===== config.mk =====
export PLATFORM = sky130hd
export DESIGN_NAME = mc_controller_hs
export DESIGN_NICKNAME = d
export VERILOG_FILES = /design/src/rtl/mips_mc_pkg.sv /design/src/rtl/mc_aludec.sv /design/src/rtl/mc_controller_hs.sv
export SDC_FILE = /design/constraint.sdc
export NUM_CORES = 1
export LEC_CHECK = 0
export ABC_AREA = 1
export CORE_MARGIN = 2
export CORE_UTILIZATION = 40
export DETAILED_ROUTE_END_ITERATION = 6
export GPL_ROUTABILITY_DRIVEN = 0
export PLACE_DENSITY = 0.66
export SYNTH_ARGS = -nofsm -noshare
export SYNTH_HDL_FRONTEND = slang
export SYNTH_SLANG_ARGS = --single-unit

===== constraint.sdc =====
create_clock -name clk -period 1.9 [get_ports clk]
set_input_delay 0.38 -clock clk [delete_from_list [all_inputs] [get_ports clk]]
set_output_delay 0.38 -clock clk [all_outputs]
set_load 0.02 [all_outputs]

===== src/rtl/mips_mc_pkg.sv =====
// rtl/mips_mc_pkg.sv - shared encodings for the handshaked multicycle MIPS controller
package mips_mc_pkg;

    typedef logic [3:0] state_t;

    localparam state_t S_FETCH  = 4'd0;
    localparam state_t S_DECODE = 4'd1;
    localparam state_t S_MEMADR = 4'd2;
    localparam state_t S_MEMRD  = 4'd3;
    localparam state_t S_MEMWB  = 4'd4;
    localparam state_t S_MEMWR  = 4'd5;
    localparam state_t S_RTEXE  = 4'd6;
    localparam state_t S_RTWB   = 4'd7;
    localparam state_t S_IMMEXE = 4'd8;
    localparam state_t S_IMMWB  = 4'd9;
    localparam state_t S_BRANCH = 4'd10;
    localparam state_t S_JUMP   = 4'd11;
    localparam state_t S_JAL    = 4'd12;
    localparam state_t S_ERROR  = 4'd13;

    localparam logic [5:0] OP_RTYPE = 6'b000000;
    localparam logic [5:0] OP_LW    = 6'b100011;
    localparam logic [5:0] OP_SW    = 6'b101011;
    localparam logic [5:0] OP_BEQ   = 6'b000100;
    localparam logic [5:0] OP_BNE   = 6'b000101;
    localparam logic [5:0] OP_ADDI  = 6'b001000;
    localparam logic [5:0] OP_SLTI  = 6'b001010;
    localparam logic [5:0] OP_ANDI  = 6'b001100;
    localparam logic [5:0] OP_ORI   = 6'b001101;
    localparam logic [5:0] OP_J     = 6'b000010;
    localparam logic [5:0] OP_JAL   = 6'b000011;

    localparam logic [5:0] F_ADD = 6'b100000;
    localparam logic [5:0] F_SUB = 6'b100010;
    localparam logic [5:0] F_AND = 6'b100100;
    localparam logic [5:0] F_OR  = 6'b100101;
    localparam logic [5:0] F_SLT = 6'b101010;

    localparam logic [2:0] ALU_ADD = 3'b010;
    localparam logic [2:0] ALU_SUB = 3'b110;
    localparam logic [2:0] ALU_AND = 3'b000;
    localparam logic [2:0] ALU_OR  = 3'b001;
    localparam logic [2:0] ALU_SLT = 3'b111;

    localparam logic [1:0] REGDST_RT  = 2'b00;
    localparam logic [1:0] REGDST_RD  = 2'b01;
    localparam logic [1:0] REGDST_R31 = 2'b10;

    localparam logic [1:0] M2R_ALU  = 2'b00;
    localparam logic [1:0] M2R_DATA = 2'b01;
    localparam logic [1:0] M2R_PC   = 2'b10;

    localparam logic [1:0] SRCB_B     = 2'b00;
    localparam logic [1:0] SRCB_FOUR  = 2'b01;
    localparam logic [1:0] SRCB_IMM   = 2'b10;
    localparam logic [1:0] SRCB_IMMSH = 2'b11;

    localparam logic [1:0] PCSRC_ALU    = 2'b00;
    localparam logic [1:0] PCSRC_ALUOUT = 2'b01;
    localparam logic [1:0] PCSRC_JUMP   = 2'b10;

    // Which ALU decode applies in the current state.
    typedef enum logic [1:0] {
        ACLS_ADD   = 2'd0,
        ACLS_SUB   = 2'd1,
        ACLS_RTYPE = 2'd2,
        ACLS_IMM   = 2'd3
    } alu_class_t;

    function automatic logic op_is_legal(input logic [5:0] op);
        case (op)
            OP_RTYPE, OP_LW, OP_SW, OP_BEQ, OP_BNE,
            OP_ADDI, OP_SLTI, OP_ANDI, OP_ORI, OP_J, OP_JAL: return 1'b1;
            default: return 1'b0;
        endcase
    endfunction

endpackage


===== src/rtl/mc_aludec.sv =====
// rtl/mc_aludec.sv - ALU operation select from state class, opcode and funct
module mc_aludec
    import mips_mc_pkg::*;
(
    input  alu_class_t  i_class,
    input  logic [5:0]  i_op,
    input  logic [5:0]  i_funct,
    output logic [2:0]  o_alucontrol,
    output logic        o_funct_illegal
);

    always_comb begin
        o_alucontrol    = ALU_ADD;
        o_funct_illegal = 1'b0;
        case (i_class)
            ACLS_SUB: o_alucontrol = ALU_SUB;
            ACLS_RTYPE: begin
                case (i_funct)
                    F_ADD:   o_alucontrol = ALU_ADD;
                    F_SUB:   o_alucontrol = ALU_SUB;
                    F_AND:   o_alucontrol = ALU_AND;
                    F_OR:    o_alucontrol = ALU_OR;
                    F_SLT:   o_alucontrol = ALU_SLT;
                    default: o_funct_illegal = 1'b1;
                endcase
            end
            ACLS_IMM: begin
                case (i_op)
                    OP_SLTI: o_alucontrol = ALU_SLT;
                    OP_ANDI: o_alucontrol = ALU_AND;
                    OP_ORI:  o_alucontrol = ALU_OR;
                    default: o_alucontrol = ALU_ADD;
                endcase
            end
            default: o_alucontrol = ALU_ADD;
        endcase
    end

endmodule


===== src/rtl/mc_controller_hs.sv =====
// rtl/mc_controller_hs.sv - multicycle MIPS control FSM with memory handshake,
// bus watchdog and retired-instruction counter
module mc_controller_hs
    import mips_mc_pkg::*;
#(
    parameter int WDOG_CYCLES = 16,
    parameter int CNT_W       = 32
)
(
    input  logic             clk,
    input  logic             reset,
    input  logic [5:0]       op,
    input  logic [5:0]       funct,
    input  logic             zero,
    input  logic             mem_ready,
    output logic             mem_req,
    output logic             memwrite,
    output logic             iord,
    output logic             irwrite,
    output logic             pcen,
    output logic             regwrite,
    output logic [1:0]       regdst,
    output logic [1:0]       memtoreg,
    output logic             alusrca,
    output logic [1:0]       alusrcb,
    output logic             extop,
    output logic [1:0]       pcsrc,
    output logic [2:0]       alucontrol,
    output logic             illegal_op,
    output logic             bus_error,
    output logic [CNT_W-1:0] retired
);

    localparam int WDOG_W = (WDOG_CYCLES > 0) ? $clog2(WDOG_CYCLES + 1) : 1;
    localparam logic [WDOG_W-1:0] WDOG_LAST = WDOG_W'((WDOG_CYCLES > 0) ? WDOG_CYCLES - 1 : 0);

    state_t             r_state;
    logic [WDOG_W-1:0]  r_wdog_cnt;
    logic               r_bus_error;
    logic [CNT_W-1:0]   r_retired;

    state_t             w_next_state;
    logic               w_retire;
    logic               w_pcwrite;
    logic               w_branch;
    logic               w_is_bne;
    logic               w_wait;
    logic               w_expire;
    logic               w_op_legal;
    logic               w_funct_illegal;
    alu_class_t         w_alu_class;

    assign w_is_bne   = (op == OP_BNE);
    assign w_op_legal = op_is_legal(op);
    assign w_wait     = mem_req & ~mem_ready;
    // A ready on the final allowed wait cycle wins over expiry because w_wait is then low.
    assign w_expire   = (WDOG_CYCLES > 0) && w_wait && (r_wdog_cnt == WDOG_LAST);

    assign pcen      = w_pcwrite | (w_branch & (zero ^ w_is_bne));
    assign bus_error = r_bus_error;
    assign retired   = r_retired;

    mc_aludec u_aludec (
        .i_class         (w_alu_class),
        .i_op            (op),
        .i_funct         (funct),
        .o_alucontrol    (alucontrol),
        .o_funct_illegal (w_funct_illegal)
    );

    always_comb begin
        w_next_state = r_state;
        w_retire     = 1'b0;
        case (r_state)
            S_FETCH: begin
                if (mem_ready)     w_next_state = S_DECODE;
                else if (w_expire) w_next_state = S_ERROR;
            end
            S_DECODE: begin
                case (op)
                    OP_RTYPE:                           w_next_state = S_RTEXE;
                    OP_LW, OP_SW:                       w_next_state = S_MEMADR;
                    OP_BEQ, OP_BNE:                     w_next_state = S_BRANCH;
                    OP_ADDI, OP_SLTI, OP_ANDI, OP_ORI:  w_next_state = S_IMMEXE;
                    OP_J:                               w_next_state = S_JUMP;
                    OP_JAL:                             w_next_state = S_JAL;
                    default:                            w_next_state = S_FETCH;
                endcase
            end
            S_MEMADR: w_next_state = (op == OP_LW) ? S_MEMRD : S_MEMWR;
            S_MEMRD: begin
                if (mem_ready)     w_next_state = S_MEMWB;
                else if (w_expire) w_next_state = S_ERROR;
            end
            S_MEMWR: begin
                if (mem_ready) begin
                    w_next_state = S_FETCH;
                    w_retire     = 1'b1;
                end else if (w_expire) begin
                    w_next_state = S_ERROR;
                end
            end
            S_RTEXE:  w_next_state = w_funct_illegal ? S_FETCH : S_RTWB;
            S_IMMEXE: w_next_state = S_IMMWB;
            S_MEMWB, S_RTWB, S_IMMWB, S_BRANCH, S_JUMP, S_JAL: begin
                w_next_state = S_FETCH;
                w_retire     = 1'b1;
            end
            S_ERROR:  w_next_state = S_ERROR;
            default:  w_next_state = S_FETCH;
        endcase
    end

    always_comb begin
        mem_req     = 1'b0;
        memwrite    = 1'b0;
        iord        = 1'b0;
        irwrite     = 1'b0;
        w_pcwrite   = 1'b0;
        w_branch    = 1'b0;
        regwrite    = 1'b0;
        regdst      = REGDST_RT;
        memtoreg    = M2R_ALU;
        alusrca     = 1'b0;
        alusrcb     = SRCB_B;
        extop       = 1'b0;
        pcsrc       = PCSRC_ALU;
        illegal_op  = 1'b0;
        w_alu_class = ACLS_ADD;
        case (r_state)
            S_FETCH: begin
                mem_req   = 1'b1;
                alusrcb   = SRCB_FOUR;
                irwrite   = mem_ready;
                w_pcwrite = mem_ready;
            end
            S_DECODE: begin
                alusrcb    = SRCB_IMMSH;
                illegal_op = ~w_op_legal;
            end
            S_MEMADR: begin
                alusrca = 1'b1;
                alusrcb = SRCB_IMM;
            end
            S_MEMRD: begin
                mem_req = 1'b1;
                iord    = 1'b1;
            end
            S_MEMWB: begin
                regwrite = 1'b1;
                memtoreg = M2R_DATA;
            end
            S_MEMWR: begin
                mem_req  = 1'b1;
                memwrite = 1'b1;
                iord     = 1'b1;
            end
            S_RTEXE: begin
                alusrca     = 1'b1;
                w_alu_class = ACLS_RTYPE;
                illegal_op  = w_funct_illegal;
            end
            S_RTWB: begin
                regwrite = 1'b1;
                regdst   = REGDST_RD;
            end
            S_IMMEXE: begin
                alusrca     = 1'b1;
                alusrcb     = SRCB_IMM;
                w_alu_class = ACLS_IMM;
                extop       = (op == OP_ANDI) || (op == OP_ORI);
            end
            S_IMMWB: regwrite = 1'b1;
            S_BRANCH: begin
                alusrca     = 1'b1;
                w_alu_class = ACLS_SUB;
                w_branch    = 1'b1;
                pcsrc       = PCSRC_ALUOUT;
            end
            S_JUMP: begin
                w_pcwrite = 1'b1;
                pcsrc     = PCSRC_JUMP;
            end
            S_JAL: begin
                // r31 takes the PC that FETCH already advanced by 4.
                w_pcwrite = 1'b1;
                pcsrc     = PCSRC_JUMP;
                regwrite  = 1'b1;
                regdst    = REGDST_R31;
                memtoreg  = M2R_PC;
            end
            default: ;
        endcase
    end

    always_ff @(posedge clk or negedge reset) begin
        if (!reset) begin
            r_state     <= S_FETCH;
            r_wdog_cnt  <= '0;
            r_bus_error <= 1'b0;
            r_retired   <= '0;
        end else begin
            r_state <= w_next_state;
            if ((w_next_state != r_state) || !w_wait)
                r_wdog_cnt <= '0;
            else
                r_wdog_cnt <= r_wdog_cnt + WDOG_W'(1);
            if (w_next_state == S_ERROR)
                r_bus_error <= 1'b1;
            if (w_retire)
                r_retired <= r_retired + CNT_W'(1);
        end
    end

endmodule


After elaboration in Yosys (flattened, before gate mapping):

Cells that the tools add are included.

* $add $sub $neg: 2
* reduce and logical (&&, ||, !) cells: 18
* bitwise operators: 6
* multiplexer cells: 32
* equality and inequality tests: 34

Operators with widths (number)
* == test 6 bit, second input constant: 7
* adder 32 x 1 -> 32 bit, second input constant: 1
* case mux 4 bit (8 select lines): 1
* == test 4 bit, second input constant: 7
* == test 6 x 4 -> 1 bit, second input constant: 4
* case mux 4 bit (6 select lines): 1
* case mux 3 bit (3 select lines): 2
* == test 4 x 3 -> 1 bit, second input constant: 4
* 2-to-1 mux 4 bit: 4
* == test 6 x 2 -> 1 bit, second input constant: 2
* == test 6 x 3 -> 1 bit, second input constant: 2
* 2-to-1 mux 1 bit: 12
* case mux 2 bit (2 select lines): 3
* case mux 2 bit (3 select lines): 2
* case mux 3 bit (4 select lines): 1
* OR reduction 4 bit: 3
* OR reduction 11 bit: 1
* OR reduction 2 bit: 5
* == test 4 x 2 -> 1 bit, second input constant: 2
* logical NOT 6 bit: 1
* 2-to-1 mux 3 bit: 2
* case mux 1 bit (2 select lines): 3
* OR reduction 6 bit: 1
* adder 5 x 1 -> 5 bit, second input constant: 1
* 16 further kinds: 20

* word-level logic and storage cells: 96
* input bits: 16
* flip-flop bits (word level): 42
* output and inout bits: 53

Longest topological paths before layout:

* depth in word-level cells: 11
* mapped depth: 13
* depth with buffers taken out: 12

By module:

From an unflattened synthesis, not the netlist that was laid out.

* cells, all modules: 457
* area, all modules: 3109.2 um^2

By module, submodules not included
* mc_controller_hs: cells each 409, instances 1, sequential area each 1051.0 um^2, area an instance 2879.0 um^2
* mc_aludec: cells each 48, instances 1, sequential area each 0.0 um^2, area an instance 230.2 um^2

Least setup slack after synthesis:

Ideal clock, no wire load.

* path kind: input to output
* start: in op[1]
* end: out illegal_op
* cell stages on the path: 6
* slack: 0.009 ns
* data required time: 1.520 ns
* path buffers: 0
* data arrival time: 1.511 ns
* path through: inv_1 > nor2_1 > nand3_1 > nand2_1 > or2_2 > o31ai_1

* word-level cells in the longest chain between the ends: 5
* elaborated cells between the ends (all ways): 15
* classes of those cells: 10 x eq/ne; 2 x mux; 1 x bitwise; 2 x reduce/logical

RTL lines
* start, declared: line mc_controller_hs.sv:12 `input logic [5:0] op,`
* == test 6 x 3 -> 1 bit (tied with other cells): line mips_mc_pkg.sv:71 `case (op)`
* OR reduction 11 bit *: line mips_mc_pkg.sv:71
* 2-to-1 mux 1 bit *: line mips_mc_pkg.sv:71
* inverter 1 bit *: line mc_controller_hs.sv:139 `illegal_op = ~w_op_legal;`
* case mux 1 bit (2 select lines) *: line mc_controller_hs.sv:130 `case (r_state)`
* end, declared: line mc_controller_hs.sv:29 `output logic illegal_op,`

Mark *: on every way between the ends. The rest lies on a longest branch, timed or not.

Worst setup path in the final report:

* start: in funct[0]
* end: out illegal_op

* word-level cells in the longest chain between the ends: 5
* elaborated cells between the ends (all ways): 9
* classes of those cells: 5 x eq/ne; 3 x mux; 1 x reduce/logical

RTL lines
* start, declared: line mc_controller_hs.sv:13 `input logic [5:0] funct,`
* == test 6 bit: line mc_aludec.sv:18 `case (i_funct)`
* OR reduction 5 bit (no line) *
* 2-to-1 mux 1 bit *: line mc_aludec.sv:18
* 2-to-1 mux 1 bit *: line mc_aludec.sv:15 `case (i_class)`
* case mux 1 bit (2 select lines) *: line mc_controller_hs.sv:130

Marks and branches as above.

==> tab_implementation.tex <==
\begin{tabular}{lr}
\hline
Metric & Value \\
\hline
\multicolumn{2}{l}{\textbf{Final layout}} \\
Area occupied by registers & 1050 µm² \\
Finished Cell Area & 4600 µm² \\
Total number of nets in the final design & roughly 610 \\
Syn-to-layout area delta & 50.7\% \\
Fraction of layout instances using a drive strength above 1 & 27.5\% \\
Fill cell total of the finished layout & 639 \\
Antenna diodes & 0 \\
Combined area of the multi-input logic cells & about 1900 µm² \\
\multicolumn{2}{l}{\textbf{Synthesis}} \\
Post-Syn Area per Cell & 6.71 µm² \\
Cell Area, Synth & 3050 µm² \\
Number of distinct library cells after synthesis & 33 \\
Yosys Warn Count & 0 \\
Syn\_nets & 474 \\
Yosys reg bits & 42 \\
Sequential area share after synthesis & 34.4\% \\
Synthesized instance count & 455 \\
\multicolumn{2}{l}{\textbf{Setup path}} \\
Cells traversed along the worst timing path & clkdlybuf4s50\_1 -> nor2\_4 -> nand3\_2 -> buf\_6 -> nand4\_1 -> o31ai\_2 -> buf\_4 \\
Beginning of the critical path & funct[0] \\
Endpoint required time on the critical path & between 1.5 and 2 ns \\
Longest individual stage delay on the worst path & 0.49 ns \\
Register-to-Register Setup Slack & 0.01 ns \\
Critical-path cell with the highest stage delay & clkdlybuf4s50\_1 \\
Worst R2R Start & r\_state[3] \\
Endpoint of the worst-slack reg-to-reg timing path & retired[25] \\
Worst setup path end & illegal\_op \\
Reg2Reg Depth & 13 \\
CP Class & primary input to primary output \\
Data arrival time of the worst path & 1.59 ns \\
Kind of end point of the critical path & primary output \\
Startpoint type of the worst setup path & primary input \\
Maximum fanout encountered on the critical timing path & 3 \\
\multicolumn{2}{l}{\textbf{Floorplan}} \\
Die span in x & between 90 and 100 µm \\
Die outline height & between 90 and 100 µm \\
Core region area & 7330 µm² \\
Full die area & 8350 µm² \\
Starting density of the core & 41.6\% \\
Boundary Pins & a little under 70 \\
Cell row count & 31 \\
\multicolumn{2}{l}{\textbf{Drt}} \\
Via count of the routed design & 3,378 \\
DRC marker count from the first detailed-route iteration & 173 \\
Number of optimization iterations in the first detailed-route pass & 4 \\
Wire length reported by the detailed router & 9170 µm \\
Routed wirelength normalized by instance count & around 13 µm \\
DR vias/cell & 4.88 \\
Remaining design rule violation count & 0 \\
Antenna-violating nets left & 0 \\
\multicolumn{2}{l}{\textbf{GRT}} \\
First-pass GRT wire length & 14,800 µm \\
Met2 usage & just under 40\% \\
Met3 routing resource usage after global routing & 2.99\% \\
Vias in the first global route & 3,318 \\
Peak-usage layer in the global routing report & met2 \\
Overall fraction of global-route tracks in use & 21.5\% \\
Antenna violations before repair & 0 \\
Total overflow reported by the global router & 0 \\
Global-route met1 utilization & around a quarter \\
Largest net degree at the start of global routing & 43 \\
\multicolumn{2}{l}{\textbf{Placement}} \\
Post-DP Area & 4250 µm² \\
Final HPWL DP & between 6000 and 7000 µm \\
Buffers added on ports & 68 \\
\multicolumn{2}{l}{\textbf{STA}} \\
Hold violation total from the final report & 0 \\
Worst slew margin & 62.2\% \\
Maximum clock frequency & a little over 500 MHz \\
Finish-stage setup viols & 6 \\
Final min period & 1.97 ns \\
Hold slack & 0.145 ns \\
Final setup margin & -0.0700 ns \\
Final-report max-slew violation count & 0 \\
Worst slew pin tran & 0.566 ns \\
Worst clock skew on the final layout & 0.00890 ns \\
Portion of the clock cycle consumed by the worst path in the final layout & 104\% \\
Unrepaired setup endpoints after global routing & yes \\
\multicolumn{2}{l}{\textbf{Power and ir drop}} \\
Power density over the cells & 1020 nW/µm² \\
Maximum vdd drop & 0.915 mV \\
Static Leak & 2.23 nW \\
\multicolumn{2}{l}{\textbf{Clock network}} \\
Clk\_lat worst skew & $\sim$0.30 ns \\
Clock tree from TritonCTS & yes \\
Buffer cell driving the clock tree root & clkbuf\_8 \\
Number of buffers between clock root and the deepest sink & 2 \\
Clock sink total & 42 \\
Number of buffers created by CTS & 5 \\
Reg clk slew, reported paths & about 0.1 ns \\
Number of H-tree levels & 2 \\
\multicolumn{2}{l}{\textbf{Run}} \\
Max-cap viol count & 0 \\
\multicolumn{2}{l}{\textbf{Run status}} \\
Violated checks & setup timing \\
Run status & complete, but fails checks \\
\multicolumn{2}{l}{\textbf{Hold path}} \\
Class of the tightest hold or removal check & primary input to async pin \\
\hline
\end{tabular}
[cell usage in the layout (no fill, tap or decap), drive strengths merged, types with 2 or more instances in the layout]
| cell | n |
|---|---|
| xor2 | 18 |
| xnor2 | 12 |
| o31ai | 2 |
| o22ai | 2 |
| clkdlybuf4s15 | 2 |
| nand4 | 6 |
| dlymetal6s2s | 3 |
| clkdlybuf4s50 | 37 |
| nor2 | 78 |
| nand3 | 35 |
| nor3 | 18 |
| ha | 3 |
| buf | 87 |
| inv | 65 |
| clkinvlp | 2 |
| nand2 | 145 |
| clkbuf | 9 |
| dfrtp | 42 |
| dlygate4sd2 | 2 |
| a21oi | 2 |
| or2 | 2 |
| o21ai | 16 |
[report_power, final]
| part | switching (W) | internal, W | total, W |
|---|---|---|---|
| Clock | 0.000357 | 0.000263 | 0.000621 |
| Combinational | 0.00153 | 0.00135 | 0.00288 |
| Sequential | 0.000169 | 0.00102 | 0.00119 |
| Total | 0.00206 | 0.00263 | 0.00469 |
[synth_stat cells]
master,n,area share [%]
a21oi_1,2,0.33
a32o_1,1,0.33
and3_1,1,0.21
buf_2,2,0.33
buf_4,1,0.25
buf_6,3,1.1
dfrtp_1,42,34
ha_1,3,1.2
inv_1,58,7.1
inv_2,6,0.74
nand2_1,140,17
nand2_2,3,0.61
nand2_4,1,0.37
nand3_1,32,5.2
nand3_2,3,0.98
nand4_1,6,1.2
nor2_1,70,8.6
nor2_2,5,1.0
nor2_4,3,1.1
nor3_1,16,2.6
nor3_2,1,0.33
nor3_4,1,0.53
o2111ai_1,1,0.29
o21ai_0,16,2.6
o21bai_1,1,0.25
o221ai_1,1,0.29
o22ai_1,1,0.21
o22ai_4,1,0.66
o31ai_1,2,0.49
or2_2,2,0.41
xnor2_1,11,3.2
xnor2_2,1,0.53
xor2_1,18,5.2
[per-stage QoR]
step / utilization, % / TNS, ns / cells / total power [W] / setup WS, ns
floorplan: - / 0 / 455 / 0.00245 / 0.00912
global placement: 57.9 / -5.38 / 672 / 0.00358 / -0.781
detailed placement: 57.9 / -6.08 / 672 / 0.00361 / -0.839
CTS: 59.9 / -0.274 / 684 / 0.00427 / -0.0978
global route: 62.7 / -1.86 / 692 / 0.00497 / -0.127
finish: 62.7 / -0.259 / 692 / 0.00469 / -0.0700
[timing repair]
action / CTS / global route
gates cloned: 0 / 3
buffers inserted: 4 / 6
gates resized for setup: 124 / 58
setup endpoints to repair: 21 / 42
pin swaps: 5 / 19
hold buffers: 0 / 0
[cell families after synthesis]
kind of cell    after synthesis  share of synthesized area (%)
fa+ha+maj                     3                           1.23
buf+inv                      70                           9.55
xor+xnor                     30                           8.85
compound gates               26                           5.45
flops                        42                           34.4
simple gates                284                           40.5
[sequential cells by signal (all words and copies together), names as in the netlist]
| name | cells |
|---|---|
| bus_error | 1 |
| r_state | 4 |
| r_wdog_cnt | 5 |
| retired | 32 |
[worst max-delay path, delay by kind of cell]
family,cells,cell delay [ns]
compound gates,1,0.08
buf+inv,3,0.78
simple gates,3,0.35
[worst min-delay path by stage]
stage	endpoint	from	cells past startpoint	slack, ns
finish	retired[1]	reset	2	0.14
global route	retired[4]	reset	2	0.19
CTS	retired[1]	reset	2	0.17
floorplan	bus_error	reset	0	0.08
global placement	r_wdog_cnt[0]	r_wdog_cnt[0]	1	0.45
detailed placement	r_wdog_cnt[0]	r_wdog_cnt[0]	1	0.45
[layout make-up]
| type | count | area share, % |
|---|---|---|
| Inverter | 64 | 5.33 |
| Clock inverter | 3 | 0.517 |
| Clock buffer | 5 | 1.50 |
| Tap cell | 99 | 2.69 |
| Timing Repair Buffer | 135 | 26.3 |
| Multi-Input combinational cell | 344 | 40.7 |
| Sequential cell | 42 | 22.9 |
[layer usage]
metal / vias to the layer above / routed length (µm)
met5: - / 0
met2: 78 / 4670
met4: 0 / 248
met3: 23 / 324
met1: 1574 / 3930
li1: 1703 / -
Note: power is estimated with default switching activity, not from simulation.
==> patch, RTL diff (same flow settings) <==
Change the parameter `WDOG_CYCLES` from 16 to 8.
--- a/src/rtl/mc_controller_hs.sv
+++ b/src/rtl/mc_controller_hs.sv
@@ -5,3 +5,3 @@
 #(
-    parameter int WDOG_CYCLES = 16,
+    parameter int WDOG_CYCLES = 8,
     parameter int CNT_W       = 32
Check against the original RTL: not equivalent (Yosys sat finds a counterexample within 10 cycles, from zero or initial values and one cycle with reset low).
==> patch against the unedited design <==
The flow still finishes with violations (setup timing); largest power group unchanged; sequential power is 3% lower; global-route usage rose by 0.43 points; sequential cell count decreased by 1; critical endpoint unchanged; maximum frequency fell by 1.9%; non-clock buffer count decreased by 2; synthesized cell count up 1.8%; clock power grew 38%; design area decreased by 1.4%; final cell count is 0.87% higher; largest cell class unchanged; wire length is 3.8% lower; area after synthesis down 2.0%; total power is 6.7% lower; combinational power shrank 18%; setup slack got worse by 38 ps.
==> patch: results (changes against the unedited design) <==
Status - finished, violations left (unchanged)
Failing checks - setup timing (unchanged)
Clock Latency Late Sink - 300 ps (about the same)
Clock root cell - clkbuf_8 (unchanged)
First DRT Iteration DRCs - 142 (was 173)
Min-Delay Path Class - input port to asynchronous set/reset pin (unchanged)
CP max FO - 4 (was 3)
Largest net degree at the start of global routing - 23 (was 43)
Dominant cells by area after synthesis - dfrtp_1, nand2_1, nor2_1 (unchanged)
PortBufs - 68 (unchanged)
Gr usage total - 21.9% (was 21.5%)
Synthesized area per cell - 6.46 um^2 (was 6.71 um^2)
Top cells by count, synth - nand2_1, nor2_1, inv_1 (unchanged)
Pre-Repair DR Iteration Count - 4 (unchanged)
H-tree lvl count - 2 (unchanged)
Max rail drop VDD - 0.624 mV (was 0.915 mV)
Top_reg_cell synth - dfrtp_1 (unchanged)
Worst slew margin - 66.2% (was 62.2%)
TritonCTS buffer count - 5 (unchanged)
FF-to-FF Start - retired[1] (was r_state[3])
Yosys warns - 0 (unchanged)
Synth async-reset ratio - 100% (unchanged)
Final critical-path setup slack - -108 ps (was -70.0 ps)
Syn Nets - 481 (was 474)
First-pass GRT wire length - 14800 um (about the same)
Longest Clk Path Bufs - 2 (unchanged)
Drt total wl - 8820 um (was 9170 um)
Max reg flops - 32 (unchanged)
Layout cell share with drive strength beyond 1 - 25.7% (was 27.5%)
Via count - 3380 (was 3378)
Crit path DAT - 1630 ps (was 1590 ps)
Clock transition at the registers of the reported paths - 90 ps
Leak - 2.17 nW (was 2.23 nW)
Inserted Diodes - 0 (unchanged)
DP HPWL - 6900 um (was 6830 um)
Dpl cell area - 4160 um^2 (was 4250 um^2)
Nets - 616 (was 611)
# placed instances - 678 (was 672)
Antenna violations before repair - 0 (unchanged)
Count of cell types in the netlist - 30 (was 33)
Finish-stage setup viols - 9 (was 6)
Share of the yosys chip area belonging to registers - 34.3% (was 34.4%)
Final Skew - 7.00 ps (was 8.90 ps)
Crit. Startpoint - op[3] (was funct[0])
Drt wl/cell - 12.6 um (was 13.3 um)
patch: changes by cell type after synthesis, sizes merged, moves of 3 or more:
| cell | change |
|---|---|
| a21oi | +3 |
| nand2 | +20 |
| nand3 | -7 |
| nor2 | +3 |
| xnor2 | -8 |
patch: path summary, 6_finish.rpt:
path,depth (start not counted),to,slack [ps]
min in group clk,1,r_wdog_cnt[0],480
max in group asynchronous,2,retired[15],1270
hold / removal,1,retired[4],40
setup / recovery,9,illegal_op,-110
setup reg to reg,11,retired[30],110
hold reg to reg,1,r_wdog_cnt[0],480
patch: final cells by class:
| type | count | area (um^2) |
|---|---|---|
| clock inverter | 3 | 68.8 |
| timing repair buffer | 133 | 1170 |
| multi-input combinational | 354 | 1840 |
| fill | 654 | 2720 |
| tap | 99 | 124 |
| sequential | 41 | 1030 |
| clock buffer | 5 | 68.8 |
| inverter | 63 | 238 |
patch: per-layer routing:
layer | GRT usage [%] | up-vias | wire length, um
met1 | 24.1 | 1544 | 3560
met3 | 3.51 | 28 | 329
li1 | - | 1713 | -
met2 | 40.9 | 95 | 4590
met5 | 0 | - | 0
met4 | 10.3 | 0 | 339
patch: cell families (layout without fill, tap and decap cells):
family	count (synthesis)	in the layout	share of synthesized area, %
flops	41	41	34.3
fa+ha+maj	2	2	0.837
simple gates	299	300	42.6
xor+xnor	23	23	6.74
buf+inv	69	204	9.58
compound gates	29	29	5.94
patch: metrics by stage:
stage / TNS, ps / util (%) / hold WS, ps / setup slack [ps]
3_3_place_gp: -5570 / 57.3 / 367 / -684
6_report: -437 / 62.5 / 37.8 / -108
3_5_place_dp: -6100 / 57.3 / 379 / -726
4_1_cts: -437 / 60.5 / 52.5 / -93.7
2_1_floorplan: 0 / - / 84.4 / 1.61
5_1_grt: -1460 / 62.5 / 83.9 / -206
patch: critical path: stages:
cell and delay (ps):
dlygate4sd2_1 250, inv_1 70, nor2_1 230, nand2_1 110, nor2_1 200, nor2_2 80
nand2_2 90, o31ai_4 80, buf_6 140
patch: report_power, final:
part,internal (mW),total (mW),switching (mW),leakage (nW)
combinational,1.10,2.37,1.27,1.58
sequential,1.00,1.15,0.145,0.528
clock,0.529,0.860,0.331,0.0687
total,2.63,4.37,1.74,2.17
patch: timing repair:
action,in CTS,in global routing
setup endpoints to repair,20,25
cloned,1,0
pin swaps,8,10
setup buffers,6,6
resized for setup,124,40
